File: src/rtl/alu_pkg.sv
// ALU operation encodings and datapath widths
// shared by the execute stage and the ALU decoder.
package alu_pkg;
  localparam int XLEN = 32;
  localparam int REGW = 5;

  typedef enum logic [2:0] {
    ALU_ADD = 3'b000,
    ALU_SUB = 3'b001,
    ALU_AND = 3'b010,
    ALU_OR  = 3'b011,
    ALU_SLT = 3'b101
  } alu_op_e;
endpackage

File: src/rtl/alu_exec_stage_if.sv
// Issue-to-memory bundle for the execute stage.
// master drives operations in, slave is the stage.
interface alu_exec_stage_if;
  import alu_pkg::*;

  logic            in_valid;
  logic            in_ready;
  logic [2:0]      ALUControl;
  logic [XLEN-1:0] SrcA;
  logic [XLEN-1:0] SrcB;
  logic [REGW-1:0] RdE;
  logic            RegWriteE;
  logic            BranchE;
  logic            BneE;
  logic            PredTakenE;
  logic [XLEN-1:0] PCE;
  logic [XLEN-1:0] PCTargetE;
  logic            flush;
  logic            out_valid;
  logic            out_ready;
  logic [XLEN-1:0] ALUResultM;
  logic            ZeroM;
  logic            IllegalM;
  logic            RegWriteM;
  logic [REGW-1:0] RdM;
  logic            redirect;
  logic [XLEN-1:0] redirect_pc;

  modport master (
    output in_valid, ALUControl, SrcA, SrcB,
    output RdE, RegWriteE, BranchE, BneE,
    output PredTakenE, PCE, PCTargetE,
    output flush, out_ready,
    input  in_ready, out_valid, ALUResultM,
    input  ZeroM, IllegalM, RegWriteM, RdM,
    input  redirect, redirect_pc
  );

  modport slave (
    input  in_valid, ALUControl, SrcA, SrcB,
    input  RdE, RegWriteE, BranchE, BneE,
    input  PredTakenE, PCE, PCTargetE,
    input  flush, out_ready,
    output in_ready, out_valid, ALUResultM,
    output ZeroM, IllegalM, RegWriteM, RdM,
    output redirect, redirect_pc
  );
endinterface

File: src/rtl/alu_core.sv
// Combinational ALU: result, zero flag and
// illegal-opcode detection.
module alu_core
  import alu_pkg::*;
(
  input  logic [XLEN-1:0] a,
  input  logic [XLEN-1:0] b,
  input  logic [2:0]      op,
  output logic [XLEN-1:0] result,
  output logic            zero,
  output logic            illegal
);
  logic lt;

  assign lt = $signed(a) < $signed(b);

  always_comb begin
    result  = '0;
    illegal = 1'b0;
    case (op)
      ALU_ADD: result = a + b;
      ALU_SUB: result = a - b;
      ALU_AND: result = a & b;
      ALU_OR:  result = a | b;
      ALU_SLT: result = {{(XLEN-1){1'b0}}, lt};
      default: illegal = 1'b1;
    endcase
  end

  assign zero = (result == '0);
endmodule

File: src/rtl/alu_exec_stage.sv
// Execute stage: one-deep output register with
// valid/ready, flush, and branch mispredict redirect.
module alu_exec_stage
  import alu_pkg::*;
(
  input  logic           clk,
  input  logic           reset,
  alu_exec_stage_if.slave bus
);
  logic [XLEN-1:0] result;
  logic            zero;
  logic            illegal;
  logic            accept;
  logic            taken;
  logic            mispredict;

  logic            valid_q;
  logic [XLEN-1:0] result_q;
  logic            zero_q;
  logic            illegal_q;
  logic            regwrite_q;
  logic [REGW-1:0] rd_q;
  logic            redirect_q;
  logic [XLEN-1:0] redirect_pc_q;

  alu_core u_core (
    .a       (bus.SrcA),
    .b       (bus.SrcB),
    .op      (bus.ALUControl),
    .result  (result),
    .zero    (zero),
    .illegal (illegal)
  );

  assign bus.in_ready = !valid_q | bus.out_ready;
  assign accept = bus.in_valid & bus.in_ready
                & !bus.flush;

  // equal operands <=> the subtract result is zero
  assign taken = bus.BranchE
               & ((bus.SrcA == bus.SrcB) ^ bus.BneE);
  assign mispredict = bus.BranchE
                    & (taken ^ bus.PredTakenE);

  always_ff @(posedge clk) begin
    if (reset) begin
      valid_q       <= 1'b0;
      result_q      <= '0;
      zero_q        <= 1'b0;
      illegal_q     <= 1'b0;
      regwrite_q    <= 1'b0;
      rd_q          <= '0;
      redirect_q    <= 1'b0;
      redirect_pc_q <= '0;
    end else begin
      redirect_q <= accept & mispredict;
      if (accept & mispredict)
        redirect_pc_q <= taken ? bus.PCTargetE
                               : bus.PCE + 32'd4;
      if (bus.flush) begin
        valid_q <= 1'b0;
      end else if (accept) begin
        valid_q    <= 1'b1;
        result_q   <= result;
        zero_q     <= zero;
        illegal_q  <= illegal;
        regwrite_q <= bus.RegWriteE & !illegal;
        rd_q       <= bus.RdE;
      end else if (bus.out_ready) begin
        valid_q <= 1'b0;
      end
    end
  end

  assign bus.out_valid   = valid_q;
  assign bus.ALUResultM  = result_q;
  assign bus.ZeroM       = zero_q;
  assign bus.IllegalM    = illegal_q;
  assign bus.RegWriteM   = regwrite_q;
  assign bus.RdM         = rd_q;
  assign bus.redirect    = redirect_q;
  assign bus.redirect_pc = redirect_pc_q;
endmodule
File: src/flat_wrapper.sv
// flat-port wrapper written by rule: the top's interface ports become plain ports
module alu_exec_stage_flat import alu_pkg::*;
  (clk, reset, bus_in_valid, bus_ALUControl, bus_SrcA, bus_SrcB, bus_RdE, bus_RegWriteE, bus_BranchE, bus_BneE, bus_PredTakenE, bus_PCE, bus_PCTargetE, bus_flush, bus_out_ready, bus_in_ready, bus_out_valid, bus_ALUResultM, bus_ZeroM, bus_IllegalM, bus_RegWriteM, bus_RdM, bus_redirect, bus_redirect_pc);
  alu_exec_stage_if bus_i ();
  input  logic clk;
  input  logic reset;
  input wire logic [$bits(bus_i.in_valid)-1:0] bus_in_valid;
  input wire logic [$bits(bus_i.ALUControl)-1:0] bus_ALUControl;
  input wire logic [$bits(bus_i.SrcA)-1:0] bus_SrcA;
  input wire logic [$bits(bus_i.SrcB)-1:0] bus_SrcB;
  input wire logic [$bits(bus_i.RdE)-1:0] bus_RdE;
  input wire logic [$bits(bus_i.RegWriteE)-1:0] bus_RegWriteE;
  input wire logic [$bits(bus_i.BranchE)-1:0] bus_BranchE;
  input wire logic [$bits(bus_i.BneE)-1:0] bus_BneE;
  input wire logic [$bits(bus_i.PredTakenE)-1:0] bus_PredTakenE;
  input wire logic [$bits(bus_i.PCE)-1:0] bus_PCE;
  input wire logic [$bits(bus_i.PCTargetE)-1:0] bus_PCTargetE;
  input wire logic [$bits(bus_i.flush)-1:0] bus_flush;
  input wire logic [$bits(bus_i.out_ready)-1:0] bus_out_ready;
  output wire logic [$bits(bus_i.in_ready)-1:0] bus_in_ready;
  output wire logic [$bits(bus_i.out_valid)-1:0] bus_out_valid;
  output wire logic [$bits(bus_i.ALUResultM)-1:0] bus_ALUResultM;
  output wire logic [$bits(bus_i.ZeroM)-1:0] bus_ZeroM;
  output wire logic [$bits(bus_i.IllegalM)-1:0] bus_IllegalM;
  output wire logic [$bits(bus_i.RegWriteM)-1:0] bus_RegWriteM;
  output wire logic [$bits(bus_i.RdM)-1:0] bus_RdM;
  output wire logic [$bits(bus_i.redirect)-1:0] bus_redirect;
  output wire logic [$bits(bus_i.redirect_pc)-1:0] bus_redirect_pc;
  assign bus_i.in_valid = bus_in_valid;
  assign bus_i.ALUControl = bus_ALUControl;
  assign bus_i.SrcA = bus_SrcA;
  assign bus_i.SrcB = bus_SrcB;
  assign bus_i.RdE = bus_RdE;
  assign bus_i.RegWriteE = bus_RegWriteE;
  assign bus_i.BranchE = bus_BranchE;
  assign bus_i.BneE = bus_BneE;
  assign bus_i.PredTakenE = bus_PredTakenE;
  assign bus_i.PCE = bus_PCE;
  assign bus_i.PCTargetE = bus_PCTargetE;
  assign bus_i.flush = bus_flush;
  assign bus_i.out_ready = bus_out_ready;
  assign bus_in_ready = bus_i.in_ready;
  assign bus_out_valid = bus_i.out_valid;
  assign bus_ALUResultM = bus_i.ALUResultM;
  assign bus_ZeroM = bus_i.ZeroM;
  assign bus_IllegalM = bus_i.IllegalM;
  assign bus_RegWriteM = bus_i.RegWriteM;
  assign bus_RdM = bus_i.RdM;
  assign bus_redirect = bus_i.redirect;
  assign bus_redirect_pc = bus_i.redirect_pc;
  alu_exec_stage u_core (.clk(clk), .reset(reset), .bus(bus_i));
endmodule
File: config.mk
export PLATFORM = sky130hd
export DESIGN_NAME = alu_exec_stage_flat
export DESIGN_NICKNAME = d
export VERILOG_FILES = /design/src/rtl/alu_pkg.sv /design/src/rtl/alu_exec_stage_if.sv /design/src/rtl/alu_core.sv /design/src/rtl/alu_exec_stage.sv /design/src/flat_wrapper.sv
export SDC_FILE = /design/constraint.sdc
export NUM_CORES = 1
export LEC_CHECK = 0
export ABC_CLOCK_PERIOD_IN_PS = 10900
export BUFFER_PORTS_ARGS = -buffer_cell sky130_fd_sc_hd__buf_2
export CORE_ASPECT_RATIO = 2
export CORE_MARGIN = 8
export CORE_UTILIZATION = 45
export CTS_CLUSTER_SIZE = 40
export DETAILED_ROUTE_END_ITERATION = 16
export HOLD_SLACK_MARGIN = 0.08
export PLACE_DENSITY = 0.7
export SLEW_MARGIN = 20
export SYNTH_ARGS = -nofsm -noshare
export SYNTH_HDL_FRONTEND = slang
export SYNTH_SLANG_ARGS = --single-unit
File: constraint.sdc
create_clock -name clk -period 10.9 [get_ports clk]
set_input_delay 1.09 -clock clk [delete_from_list [all_inputs] [get_ports clk]]
set_output_delay 1.09 -clock clk [all_outputs]
set_load 0.005 [all_outputs]
# After elaboration in Yosys (flattened, before gate mapping)
# Cells that the tools add are included.
# classes
div,0
reduce_logical,8
multipliers,0
n_shift,0
bitwise_logic,12
eq_ne,5
mux,5
n_lt_le_gt_ge,1
n_addsub,3
# op_table
op,n
32-bit case mux with 5 select lines,1
"32-bit by 3-bit adder with 32-bit output, second input constant",1
32-bit adder,1
32-bit AND,1
32-bit equality test,1
32-bit logical NOT,1
32-bit < comparator,1
32-bit two-way mux,1
32-bit OR,1
32-bit subtractor,1
1-bit AND,6
"3-bit by 2-bit equality test with 1-bit output, second input constant",2
5-bit OR reduction,1
"3-bit by 1-bit equality test with 1-bit output, second input constant",1
"3-bit equality test, second input constant",1
3-bit logical NOT,1
1-bit two-way mux,3
1-bit logical NOT,2
2-bit AND reduction,1
2-bit nonzero test,1
2-bit OR reduction,1
1-bit XOR,2
1-bit inverter,1
1-bit OR,1
# totals
ramBits,0
romBits,0
input_bits,145
word_cells,42
out_inout_bits,75
memories,0
register_bits,74
latch_bits,0

# Longest topological paths before layout
# Gate-level depths: netlist of the first run.
# depth
ltp_word,6
mapped_depth,14
depth_no_buf,14

# Cells and area by module
# From an unflattened synthesis of the first run, not the netlist that was laid out.
# hier_totals
hier_cells,1304
area_unflattened_um2,9545.4
# modules_own_cells
mod,area_per_inst_um2,cells_per_inst,seq_area_each_um2,instances
alu_core,5376.4,803,0.0,1
alu_exec_stage,4169.0,501,1481.4,1

# Worst setup path before layout of the first run
# OpenSTA, ideal clock, no wires.
# synth_timing
kind,input -> register
start,input port bus_SrcB[2]
end,register u_core.zero_q (netlist: u_core.bus.ZeroM)
setup_ns,0.084
n_path_buf,1
required_ns,10.816
setup_slack_ns,6.725
path_stages,13
t_arrival_ns,4.091
cell_sequence,inv_1 > ha_1 > buf_6 > or4_4 > a2111oi_0 > nor3_1 > xnor2_1 > a221oi_1 > nand4_1 > or4_1 > nor4_2 > nand4_1 > o31ai_2
# synth_between
elab_chain_len,3
word_cells_on_any_way,7
cone_classes,add/sub: 2; order compare: 1; mux: 1; bitwise: 2; reduce/logical: 1
# synth_rtl
element,line,rtl
from (decl),flat_wrapper.sv:10,input wire logic [$bits(bus_i.SrcB)-1:0] bus_SrcB;
"32-bit subtractor, or another cell as far along",alu_core.sv:22,ALU_SUB: result = a - b;
32-bit case mux with 5 select lines (*),alu_core.sv:20,case (op)
32-bit logical NOT (*),alu_core.sv:30,assign zero = (result == '0);
to (signal assigned),alu_exec_stage.sv:65,zero_q <= zero;
to (decl),alu_exec_stage.sv:19,logic zero_q;
# Every way passes the cells marked *; elsewhere a longest branch is shown, timed or not.
# A chain may end at the register's enable or synchronous reset.

# Worst setup path after layout of the first run
# layout_timing
start,input port bus_SrcB[16]
end,register u_core.redirect_pc_q[17] (netlist: u_core.bus.redirect_pc[17])
# layout_between
elab_chain_len,6
word_cells_on_any_way,7
cone_classes,eq/ne: 1; mux: 1; bitwise: 5
# layout_rtl
element,line,rtl
32-bit equality test (*),alu_exec_stage.sv:41,& ((bus.SrcA == bus.SrcB) ^ bus.BneE);
1-bit XOR (*),alu_exec_stage.sv:41,
1-bit AND (*),alu_exec_stage.sv:41,
1-bit XOR,alu_exec_stage.sv:43,& (taken ^ bus.PredTakenE);
1-bit AND,alu_exec_stage.sv:43,
1-bit AND,alu_exec_stage.sv:57,if (accept & mispredict)
to (signal assigned),alu_exec_stage.sv:58,redirect_pc_q <= taken ? bus.PCTargetE
to (decl),alu_exec_stage.sv:24,logic [XLEN-1:0] redirect_pc_q;
# Marks and branches as above.

==> results.sh, run 1 <==
export IMPL_status="finished clean"
export IMPL_clk_path_buf_depth=2
export IMPL_die_x_um=113
export IMPL_initial_core_util_pct=45.4
export IMPL_place_area_um2=9560
export IMPL_root_buffer="clkbuf_16"
export IMPL_layout_nets=1608
export IMPL_period_needed_ns=5.15
export IMPL_worstHoldPathType="reg2reg"
export IMPL_h_tree_depth=3
export IMPL_first_iter_violations=667
export IMPL_grt_overflow=0
export IMPL_io_buffers=219
export IMPL_drv_cap=0
export IMPL_ir_worst_vdd_uv=70.9
export IMPL_setup_violations=0
export IMPL_gp_congestion=0.996
export IMPL_finalHoldViolCount=0
export IMPL_design_area_um2=9900
export IMPL_crit_path_end_kind="flop"
export IMPL_vias=9434
export IMPL_grt_pass1_wl_mm=47.7
export IMPL_synth_edf_count=0
export IMPL_crit_top_cell="xor2_1"
export IMPL_rsz0062_at_grt="false"
export IMPL_slowest_stage="nand2_2"
export IMPL_synthDistinctLibCells=71
export IMPL_leakagePower_nw=4.54
export IMPL_final_cell_mix="buf_2, nand2_1, a21oi_1, ha_1, nor2_1"
export IMPL_synth_area_um2=8430
export IMPL_worst_pin_slew_ns=1.10
export IMPL_avgSynthCellArea_um2=7.07
export IMPL_antenna_left=0
export IMPL_register_area_um2=1480
export IMPL_slew_headroom_pct=26.6
export IMPL_arrival_ns=5.40
export IMPL_crit_family="simple AND/OR/NAND/NOR gates"
export IMPL_cts_hold_buf=0
export IMPL_syn_num_nets=1445
export IMPL_synth_warnings=0
export IMPL_clk_latency_ns=0.33
export IMPL_ys_flop_type="dfxtp_1"
export IMPL_fin_worst_skew_ns=0.00832
export IMPL_detail_route_wl_per_cell_um=19.4
export IMPL_hpwlAfterDp_mm=24.3
export IMPL_setup_tns_final_ns=0
export IMPL_die_y_um=210
export IMPL_via_per_inst=5.97
export IMPL_ys_async_sr_fraction_pct=0
export IMPL_grt_usage_pct=24.9
export IMPL_clock_fmax_mhz=194
export IMPL_cp_cell_sequence="buf_2, inv_1, ha_1, nor4_1, nand3_1, nor3_1, and3_1, xor2_1, nand2_2, xor2_1, nor2_2, buf_4, o211ai_1, a21oi_1"
export IMPL_layout_commonest_cell="buf_2"
export IMPL_area_growth_pct=17.5
export IMPL_clock_sinks=74
export IMPL_crit_fanout=62
export IMPL_ys_seq_area_share_pct=17.6
export IMPL_n_fill_cell=1869
export IMPL_ys_seq_elements=74
export IMPL_p_per_area_nw_per_um2=99.6
export IMPL_multiInputGateArea_um2=6300
export IMPL_start_kind="input pin"
export IMPL_drive_gt1_share_pct=19.9
export IMPL_wl_mm=30.7
export IMPL_dieArea_um2=23600
export IMPL_grt_start_max_net_pins=76
export IMPL_io_pins=220
export IMPL_grt_pass1_vias=9111
export IMPL_drt_pass1_iter_count=5
export IMPL_coreArea_um2=18600
export IMPL_drc=0
export IMPL_clk_transition_reported_paths_ns=0.06
export IMPL_critPathBufInv=3
export IMPL_post_cts_resized=0
export IMPL_post_cts_setup_buffers=0
export IMPL_cts_buffers=9
export IMPL_critical_path_required_ns=11.15
export IMPL_path_class="in2reg"
export IMPL_fin_crit_sh_pct=47.3
export IMPL_maxSlewViolCount=0
export IMPL_tritoncts="built"
export IMPL_slowest_delay_ns=0.63
export IMPL_floorplan_rows=71
export IMPL_antenna_found_initial=3
export IMPL_synthCells=1191
[logic make-up (layout without fill, tap and decap cells)]
kind of cell / Yosys count / after routing / synth area share (%)
AOI/OAI and AO/OA: 355 / 355 / 28.5
buffers and inverters: 169 / 337 / 7.81
muxes: 10 / 10 / 1.19
other: 0 / 3 / 0
xor gates and xnor gates: 53 / 53 / 5.51
adders and majority gates: 109 / 109 / 16.4
and+or+nand+nor: 421 / 421 / 23.0
DFF: 74 / 74 / 17.6
[power by group]
part           internal, W  leakage (nW)  total [W]  switching [W]
combinational     0.000140          3.78   0.000377       0.000237
clock             0.000202         0.153   0.000320       0.000118
sequential        0.000283         0.603   0.000289     0.00000618
total             0.000625          4.54   0.000986       0.000361
[through the flow]
step           total power, W  setup slack (ns)  hold WS (ns)  utilization [%]  std cells
6_report             0.000986              5.75         0.450             53.3       1581
5_1_grt               0.00104              5.44         0.470             53.3       1581
4_1_cts              0.000986              5.82         0.452             53.3       1578
2_1_floorplan        0.000537              6.72         0.448                -       1191
3_5_place_dp         0.000664              5.50         0.443             51.5       1562
3_3_place_gp         0.000660              5.59         0.437             51.5       1562
[final timing paths]
path,startpoint,to,slack [ns],depth (start not counted)
setup / recovery,bus_SrcB[16],u_core.bus.redirect_pc[17]$_SDFFE_PP0P_,5.75,14
hold / removal,u_core.bus.redirect_pc[8]$_SDFFE_PP0P_,u_core.bus.redirect_pc[8]$_SDFFE_PP0P_,0.45,2
setup reg to reg,u_core.bus.out_valid$_SDFFE_PP0P_,u_core.bus.ZeroM$_SDFFE_PP0P_,8.91,10
hold reg to reg,u_core.bus.redirect_pc[8]$_SDFFE_PP0P_,u_core.bus.redirect_pc[8]$_SDFFE_PP0P_,0.45,2
[worst reg2reg max path, cell delays in order, from the launching register on]
cell and delay, ns:
dfxtp_1 0.32, nor2b_1 0.16, inv_1 0.07, nand3b_1 0.07, buf_4 0.24, a21oi_1 0.15, o21ai_0 0.15, a211oi_1 0.23
and3b_1 0.20, nand4_1 0.11, o31ai_2 0.22
[synth_stat cells (8+ instances only)]
master | n | area [um^2]
o21ai_0 | 30 | 150
nor4_1 | 13 | 81.3
o31ai_1 | 15 | 113
dfxtp_1 | 74 | 1480
nor2_1 | 109 | 409
a221oi_1 | 8 | 70.1
nor2b_1 | 14 | 87.6
buf_2 | 10 | 50.1
o21bai_1 | 11 | 82.6
a21o_1 | 8 | 60.1
a21oi_1 | 126 | 631
o211ai_1 | 41 | 308
nand4_1 | 19 | 119
o221ai_1 | 10 | 87.6
nor3_1 | 30 | 150
or3_1 | 12 | 75.1
xor2_1 | 22 | 193
nand3_1 | 30 | 150
a211oi_1 | 31 | 233
and3_1 | 11 | 68.8
clkbuf_1 | 59 | 221
inv_1 | 91 | 342
nand2_1 | 153 | 574
mux2i_1 | 10 | 100
ha_1 | 107 | 1340
xnor2_1 | 31 | 272
[sequential cells by signal, indices dropped and copies added (netlist names)]
name                    count
u_core.bus.redirect_pc     32
u_core.bus.RegWriteM        1
u_core.bus.redirect         1
u_core.bus.IllegalM         1
u_core.bus.ZeroM            1
u_core.bus.ALUResultM      32
u_core.bus.RdM              5
u_core.bus.out_valid        1
[area by class of cell]
type	instances	area share (%)
tap	219	2.77
antenna	3	0.0758
timing repair buffer	227	11.7
inverter	94	3.56
sequential	74	15.0
clock buffer	9	2.27
multi-input combinational	948	63.7
clock inverter	7	1.02
[routing by layer]
layer / share of wire, % / wire length (um) / track usage [%]
met1: 41 / 12600 / 29.6
met2: 48 / 14800 / 41.9
met3: 6.1 / 1880 / 3.91
met4: 4.8 / 1470 / 12.8
met5: 0 / 0 / 0
Power figures use the tool's default switching activity.
==> inputs of run 2 (changes only) <==
- ABC_CLOCK_PERIOD_IN_PS: 10900 -> 4100
- PLACE_DENSITY: 0.7 -> 0.72
- clock period: 10.9 -> 4.1 ns (I/O delays scaled with it)
==> results.sh, run 2 (synthesis gave the netlist of run 1 again) <==
export IMPL_status="finished clean"
export IMPL_dp_slack_ns=-0.00812
export IMPL_slew_headroom_pct=46.7
export IMPL_cts_buffers=9
export IMPL_timing_rr_start="u_core.bus.out_valid$_SDFFE_PP0P_"
export IMPL_wl_mm=32.4
export IMPL_period_needed_ns=3.75
export IMPL_dieArea_um2=23600
export IMPL_busiest_layer="met2"
export IMPL_die_x_um=113
export IMPL_floorplan_rows=71
export IMPL_leakagePower_nw=4.74
export IMPL_maxSlewViolCount=0
export IMPL_h_tree_depth=3
export IMPL_grt_overflow=0
export IMPL_slowest_stage="or4_4"
export IMPL_setup_violations=0
export IMPL_path_class="in2reg"
export IMPL_coreArea_um2=18600
export IMPL_min_delay_start="bus_flush"
export IMPL_clk_transition_reported_paths_ns=0.05
export IMPL_grt_usage_pct=26.6
export IMPL_crit_path_end_kind="flop"
export IMPL_finalHoldViolCount=0
export IMPL_n_fill_cell=1838
export IMPL_hpwlAfterDp_mm=26.0
export IMPL_first_iter_violations=728
export IMPL_layout_nets=1651
export IMPL_detail_route_wl_per_cell_um=20.0
export IMPL_met3_usage_pct=4.06
export IMPL_cp_cell_sequence="buf_2, inv_1, ha_1, o21ba_1, or4_4, a2111oi_0, nor3_1, xnor2_1, a221oi_1, nand4_1, or4_1, nor4_2, nand4_1, o31ai_2"
export IMPL_grt_met1_usage_pct=31.1
export IMPL_post_cts_setup_buffers=0
export IMPL_clk_latency_ns=0.33
export IMPL_ir_worst_vdd_uv=200
export IMPL_grt_pass1_wl_mm=50.6
export IMPL_clk_path_buf_depth=2
export IMPL_hold_slack_ns=0.277
export IMPL_start_kind="input pin"
export IMPL_arrival_ns=3.98
export IMPL_vias=9605
export IMPL_drt_pass1_iter_count=5
export IMPL_slowest_delay_ns=0.47
export IMPL_cts_hold_buf=0
export IMPL_use_met2_pct=46.0
export IMPL_p_per_area_nw_per_um2=256
export IMPL_cp_startpoint="bus_SrcB[1]"
export IMPL_io_buffers=219
export IMPL_root_buffer="clkbuf_16"
export IMPL_setup_slack_ns=0.354
export IMPL_grt_start_max_net_pins=75
export IMPL_gp_congestion=1.04
export IMPL_layout_commonest_cell="buf_2"
export IMPL_rsz0062_at_grt="false"
export IMPL_fin_crit_sh_pct=91.4
export IMPL_post_cts_resized=0
export IMPL_setup_tns_final_ns=0
export IMPL_initial_core_util_pct=45.4
export IMPL_tritoncts="built"
export IMPL_critical_path_required_ns=4.34
export IMPL_die_y_um=210
export IMPL_io_pins=220
export IMPL_clock_fmax_mhz=267
export IMPL_worst_pin_slew_ns=0.800
export IMPL_antennaDiodeCount=0
export IMPL_clock_sinks=74
export IMPL_drv_cap=0
export IMPL_crit_top_cell="nand4_1"
export IMPL_antenna_left=0
export IMPL_drive_gt1_share_pct=22.1
export IMPL_grt_pass1_vias=9477
export IMPL_drc=0
export IMPL_area_growth_pct=20.9
export IMPL_crit_fanout=4
export IMPL_worstHoldPathType="in2reg"
export IMPL_final_cell_mix="buf_2, nand2_1, a21oi_1, nor2_1, ha_1"
export IMPL_fin_worst_skew_ns=0.00597
export IMPL_antenna_found_initial=0
export IMPL_via_per_inst=5.93
[run 2: metal layers]
layer	wire (um)	vias up
met4	1470	0
met5	0	-
met2	16200	391
li1	-	4659
met1	12800	4480
met3	1970	75
[run 2: where the power goes]
group          total [W]  internal [W]  leakage (nW)  switching [W]
Clock           0.000774      0.000483         0.142       0.000292
Combinational    0.00106      0.000418          3.99       0.000644
Sequential      0.000769      0.000752         0.603      0.0000175
Total            0.00261       0.00165          4.74       0.000954
[run 2: final cells by class]
class,count,area [um^2],area share [%]
well taps,219,274,2.69
clock buffers,12,246,2.42
multi-input cells,948,6300,61.8
inverters,94,353,3.46
clock inverters,3,40.0,0.393
repair buffers,270,1490,14.6
flip-flops and latches,74,1480,14.5
[run 2: final timing paths]
check | endpoint | slack (ns) | cells after the start
setup / recovery | u_core.bus.ZeroM$_SDFFE_PP0P_ | 0.35 | 14
hold / removal | u_core.bus.out_valid$_SDFFE_PP0P_ | 0.28 | 2
hold reg to reg | u_core.bus.redirect_pc[8]$_SDFFE_PP0P_ | 0.45 | 2
setup reg to reg | u_core.bus.redirect_pc[22]$_SDFFE_PP0P_ | 1.90 | 7
[run 2: critical path: cells and delay by family]
family | cells | cell delay [ns]
AND/OR/NAND/NOR | 6 | 1.64
AO/OA/AOI/OAI | 4 | 1.24
adder cells (fa/ha/maj) | 1 | 0.32
buffers and inverters | 2 | 0.22
XOR/XNOR | 1 | 0.15
[run 2: per-stage QoR]
stage | total power, W | area, um^2 | util, % | instances
floorplan | 0.00143 | 8430 | - | 1191
global placement | 0.00181 | 9900 | 53.3 | 1605
detailed placement | 0.00183 | 9900 | 53.3 | 1605
CTS | 0.00261 | 10200 | 54.9 | 1620
global route | 0.00275 | 10200 | 54.9 | 1620
finish | 0.00261 | 10200 | 54.9 | 1620
